## src/rtl/fetch_stage.sv

```systemverilog
// Instruction fetch stage: issues one I-cache request at a time, holds the
// returned word for decode, and squashes in-flight requests on redirects.
// Ports:
//   clk, rst                       clock, synchronous active-high reset
//   imem_read, imem_address        cache request (held until imem_resp)
//   imem_rdata, imem_resp          cache response word and strobe
//   redirect_en, redirect_pc       control-flow redirect from EX
//   id_ready                       IF/ID buffer accepts the presented word
//   if_valid, if_pc, if_instruction  fetched instruction toward decode
module fetch_stage #(
    parameter logic [31:0] RESET_PC = 32'h0000_0060
) (
    input  logic        clk,
    input  logic        rst,
    output logic        imem_read,
    output logic [31:0] imem_address,
    input  logic [31:0] imem_rdata,
    input  logic        imem_resp,
    input  logic        redirect_en,
    input  logic [31:0] redirect_pc,
    input  logic        id_ready,
    output logic        if_valid,
    output logic [31:0] if_pc,
    output logic [31:0] if_instruction
);

    typedef enum logic [1:0] {
        FETCH   = 2'd0,
        HOLD    = 2'd1,
        DISCARD = 2'd2
    } state_t;

    state_t      state;
    logic [31:0] pc_q;
    logic [31:0] req_addr;
    logic [31:0] inst_q;
    logic [31:0] target;

    assign target = {redirect_pc[31:2], 2'b00};

    always_ff @(posedge clk) begin
        if (rst) begin
            state    <= FETCH;
            pc_q     <= RESET_PC;
            req_addr <= RESET_PC;
            inst_q   <= '0;
        end else begin
            unique case (state)
                FETCH: begin
                    if (redirect_en) begin
                        pc_q <= target;
                        // A request still in flight must be drained at its
                        // original address before the new target is issued.
                        if (!imem_resp) begin
                            req_addr <= pc_q;
                            state    <= DISCARD;
                        end
                    end else if (imem_resp) begin
                        inst_q <= imem_rdata;
                        state  <= HOLD;
                    end
                end
                HOLD: begin
                    if (redirect_en) begin
                        pc_q  <= target;
                        state <= FETCH;
                    end else if (id_ready) begin
                        pc_q  <= pc_q + 32'd4;
                        state <= FETCH;
                    end
                end
                DISCARD: begin
                    if (redirect_en) begin
                        pc_q <= target;
                    end
                    if (imem_resp) begin
                        state <= FETCH;
                    end
                end
                default: begin
                    state <= FETCH;
                end
            endcase
        end
    end

    always_comb begin
        imem_read    = 1'b0;
        imem_address = pc_q;
        if (!rst) begin
            imem_read = (state == FETCH) || (state == DISCARD);
        end
        if (state == DISCARD) begin
            imem_address = req_addr;
        end
    end

    assign if_valid       = (state == HOLD);
    assign if_pc          = pc_q;
    assign if_instruction = inst_q;

endmodule

```

## config.mk

```make
export PLATFORM = sky130hd
export DESIGN_NAME = fetch_stage
export DESIGN_NICKNAME = d
export VERILOG_FILES = /design/src/rtl/fetch_stage.sv
export SDC_FILE = /design/constraint.sdc
export NUM_CORES = 1
export LEC_CHECK = 0
export ABC_AREA = 1
export CORE_ASPECT_RATIO = 1.5
export CORE_MARGIN = 5
export CORE_UTILIZATION = 45
export DETAILED_ROUTE_END_ITERATION = 7
export HOLD_SLACK_MARGIN = 0.15
export PLACE_DENSITY = 0.9
export SYNTH_ARGS = -nofsm -noshare
export SYNTH_HDL_FRONTEND = slang
export SYNTH_SLANG_ARGS = --single-unit
```

## constraint.sdc

```tcl
create_clock -name clk -period 1.94 [get_ports clk]
set_clock_uncertainty 0.1 [all_clocks]
set_input_delay 0.194 -clock clk [delete_from_list [all_inputs] [get_ports clk]]
set_output_delay 0.194 -clock clk [all_outputs]
set_load 0.01 [all_outputs]
```

# [Word-level counts from Yosys, hierarchy flattened]
# Index checks and enable logic that the tools add are counted.
[totals] input_bits=69 mem_bits_ro=0 ram_bits=0 register_bits=98 memories=0 wordCells=35 latchBits=0
[classes] mul=0 mux=13 div=0 addsub=1 shift=0 eq_ne=7 bitwise=2 order_cmp=0 reduce_logical=8
[op_table] operator="$mux 32" count=4
[op_table] operator="$pmux 32 s2" count=1
[op_table] operator="$add 32x3->32 const B" count=1
[op_table] operator="$mux 2" count=6
[op_table] operator="$ne 3x3->1 const B" count=3
[op_table] operator="$reduce_and 3->1" count=3
[op_table] operator="$pmux 2 s3" count=1
[op_table] operator="$reduce_and 4->1" count=1
[op_table] operator="$eq 2x1->1 const B" count=1
[op_table] operator="$eq 2x2->1 const B" count=1
[op_table] operator="$logic_not 2->1" count=1
[op_table] operator="$ne 2x1->1 const B" count=1
[op_table] operator="$ne 2x2->1 const B" count=1
[op_table] operator="$not 1->1" count=2
[op_table] operator="$reduce_bool 2->1" count=1
[op_table] operator="$reduce_or 2->1" count=1
[op_table] operator="$logic_or 1x1->1" count=1
[op_table] operator="$mux 1" count=1

# [Logic depth before layout (Yosys ltp)]
[depth] word_depth=4 mapped_depth=10 ltp_nobuf=10

# [Least setup slack after synthesis]
# OpenSTA, ideal clock, no wires.
[synth_path] path_kind="register -> register" start="register pc_q[3] (netlist: if_pc[3])" end="register pc_q[22] (netlist: if_pc[22])" synth_period_minus_slack_ps=1730 path_stages_with_launch=11 path_buffers=0 path_slack_ps=210 arrival_time_ps=1498 setup_ps=132 cell_sequence="dfxtp_1 > ha_1 > nand2_1 > nor2_1 > nand2_1 > nor2_1 > nand3_1 > nand2_1 > nand2_1 > nand2_1 > a21oi_1"
[synth_between] elab_chain_cells=4
[synth_rtl] item="start, declared" line="34" text="logic [31:0] pc_q;"
[synth_rtl] item="start signal, assigned" line="51" text="pc_q <= target;"
[synth_rtl] item="start signal, assigned" line="65" text="pc_q <= target;"
[synth_rtl] item="start signal, assigned" line="68" text="pc_q <= pc_q + 32'd4;"
[synth_rtl] item="$add 32x3->32" line="68"
[synth_rtl] item="$mux 32" line="67" text="end else if (id_ready) begin"
[synth_rtl] item="$mux 32" line="64" text="if (redirect_en) begin"
[synth_rtl] item="$pmux 32 s2" line="48" text="unique case (state)"
# Every way passes these cells. The select of a mux whose other input is x is not followed.
# A chain may end at the register's enable or synchronous reset.

# [Worst setup path in the final report]
[layout_path] start="register state[1]" end="output port imem_address[22]"
[layout_between] elab_chain_cells=2
[layout_rtl] item="start, declared" line="33" text="state_t state;"
[layout_rtl] item="start signal, assigned" line="43" text="state <= FETCH;"
[layout_rtl] item="start signal, assigned" line="56" text="state <= DISCARD;"
[layout_rtl] item="start signal, assigned" line="60" text="state <= HOLD;"
[layout_rtl] item="$eq 2x2->1" line="93" text="if (state == DISCARD) begin"
[layout_rtl] item="$mux 32" line="93"
[layout_rtl] item="end, declared" line="16" text="output logic [31:0] imem_address,"
# Every way passes these cells.

==> metrics.csv <==
metric;value;unit
RePlAce Congestion;0.9759;
Finished Layout Cells;1067;
initial core utilization;46.31;%
met1 Resource Use GR;27.46;%
hold_ws;0.3290;ns
Post-synth top cells;nand2_1 (195), nor2_1 (168), o21ai_0 (102), dfxtp_1 (94), a21oi_1 (52);
Post-Synthesis Cells;756;
Tot Pwr;0.004937;W
Yosys reg bits;94;
Total Wirelength;15920;um
clock root cell;clkbuf_16;
max_cap viols;0;
chip width;93.62;um
Top FF cell, synth;dfxtp_1;
area leader, netlist;dfxtp_1;
RSZ-0062 raised after global routing;yes;
post-synth top area share;39.87;%
crit path max-delay cell type;dfxtp_2;
global-route wire length before repair;25540;um
Synth cell types;27;
area grow syn2layout;46.37;%
worst hold-check path type;input pin to flip-flop;
I/O pin count;167;
Die Height;135.4;um
met2 Usage GRT;43.18;%
TritonCTS clock tree;built;
Post-synth ARST share;0;%
Vias;5616;
grt total ovfl;0;
Critical Path AT;1.69;ns
Routed WL per cell;14.92;um
fraction of layout cells with a size suffix above 1;8.639;%
# DRC;0;
Reg clk slew, reported paths;0.07;ns
Crit Path Max Fanout;6;
yosys warns;0;
largest net degree at the start of global routing;39;
TritonCTS buffer count;9;
CP Cell Sequence;inv_2, nor2_4, buf_12, clkinvlp_4, buf_6, buf_4, nand2_1, nand2_1, clkbuf_2;
Detailed Place HPWL;11730;um
Max H-tree Level;3;
Pwr Density;714.6;nW/um^2
Setup Total Neg Slack;-0.04694;ns
Pre-antenna DRT Iters;5;
failing checks;setup timing;
number of global-route vias before repair;5488;
status;complete, but fails checks;
Pins Over Slew Limit;0;
Worst-Skew Late Latency;0.34;ns
EDFF count, synth;0;
port bufs;160;
crit path time final;1.987;ns
final setup vio count;1;
Synth Cell Area;4720;um^2
fin crit share;102.4;%
ANT cells;0;
FILL cells;850;
Layout Nets;992;
Hold Vio Cnt, Final;0;
area of the multi-input gates;2522;um^2
Worst VDD drop;0.0005625;V
most frequent cell after synthesis;nand2_1;
Crit path top cell by count;nand2_1;
grt met3 use;6.782;%
Vias/cell;5.263;
Setup CP Type;flip-flop to output port;
top post-synthesis cells by area;dfxtp_1 (40%), nand2_1 (16%), nor2_1 (13%);
clock buffer depth;2;
slowest cell delay on critical path;0.33;ns
placed cells;1047;
Hold Buf Count CTS;0;
worst setup margin;-0.04694;ns
nature of the critical path startpoint;flip-flop;
Routed Antenna Nets;0;
leakage power;2.801;nW
initial drt markers;441;
Required @ worst endpoint;1.65;ns
CP endpoint kind;output port;
antenna violations before repair;0;
Total GRT Usage;25.12;%
Synth Area per Inst;6.243;um^2
fmax;0.5033;GHz
Seq/Total Area, Yosys;39.87;%
Core Box Area;10190;um^2
register area;1884;um^2
Die ar.;12680;um^2
GRT Max-Usage Layer;met2;
FP Rows;45;
CTS sink cnt;94;
through the flow:
| stage | instance area (um^2) | utilization (%) | setup WS (ns) |
|---|---|---|---|
| after detailed placement | 6599 | 64.75 | 0.0004442 |
| final | 6908 | 67.78 | -0.04694 |
| after floorplan | 4731 | - | 0.2097 |
| after global routing | 6908 | 67.78 | -0.1354 |
| after CTS | 6883 | 67.54 | -0.2320 |
| after global placement | 6599 | 64.75 | 0.05999 |
timing repair:
item	in CTS	in global routing
cloned	1	0
endpoints found under the setup margin	31	26
pin swaps	0	1
resized for setup	48	35
buffers inserted	1	4
hold endpoints to repair	0	0
cells by family after synthesis:
| group | synth area share [%] |
|---|---|
| other | 0.07946 |
| adders and majority gates | 0.2651 |
| DFF | 39.87 |
| xor gates and xnor gates | 0.1856 |
| and+or+nand+nor | 34.33 |
| buffers and inverters | 7.344 |
| AOI/OAI and AO/OA | 17.92 |
final timing paths:
check | start | end | slack [ns] | cells after the start
max reg2reg | if_pc[3] | if_pc[22] | 0.19 | 10
min | imem_rdata[14] | if_instruction[14] | 0.33 | 3
min reg2reg | req_addr[21] | req_addr[21] | 0.38 | 2
max | state[1] | imem_address[22] | -0.05 | 9
sequential cells by signal, indices dropped and copies added, names as in the netlist:
name            flops
if_instruction     32
if_pc              30
req_addr           30
state               2
layer usage:
metal,up-vias,routed length (um)
li1,2762,-
met1,2536,5852
met2,263,7838
met3,55,1461
met4,0,766
met5,-,0
power by group:
part           switching [W]  internal [W]
clock network       0.000778      0.000911
logic               0.000529      0.000527
registers           0.000119       0.00207
total                0.00143       0.00351
cell type report:
type,count,share of cell area (%)
Multi-Input combinational cell,580,36.52
Sequential cell,94,27.28
Clock buffer,10,3.460
Clock inverter,5,0.6158
Tap cell,141,2.554
Inverter,43,2.427
Timing Repair Buffer,194,27.15
layout by cell type (no fill, tap or decap), types with 3 or more instances in the layout:
master / netlist / final
dlymetal6s2s_1: 0 / 5
clkdlybuf4s15_1: 0 / 3
buf_2: 7 / 9
inv_1: 39 / 36
clkbuf_16: 0 / 9
nand3_1: 36 / 36
buf_12: 0 / 5
dfxtp_1: 94 / 92
buf_6: 0 / 3
a21oi_1: 52 / 52
conb_1: 1 / 4
nand2_1: 195 / 195
inv_2: 4 / 5
nand4_1: 5 / 5
clkdlybuf4s50_1: 0 / 129
buf_4: 5 / 26
dlygate4sd2_1: 0 / 11
nor2_1: 168 / 166
o21ai_0: 102 / 99
worst max-delay path, delay by kind of cell (launching register included):
kind                   cells  cell delay, ns
and+or+nand+nor            3            0.29
buffers and inverters      6            0.72
DFF                        1            0.33
(Power assumes the default switching activity.)
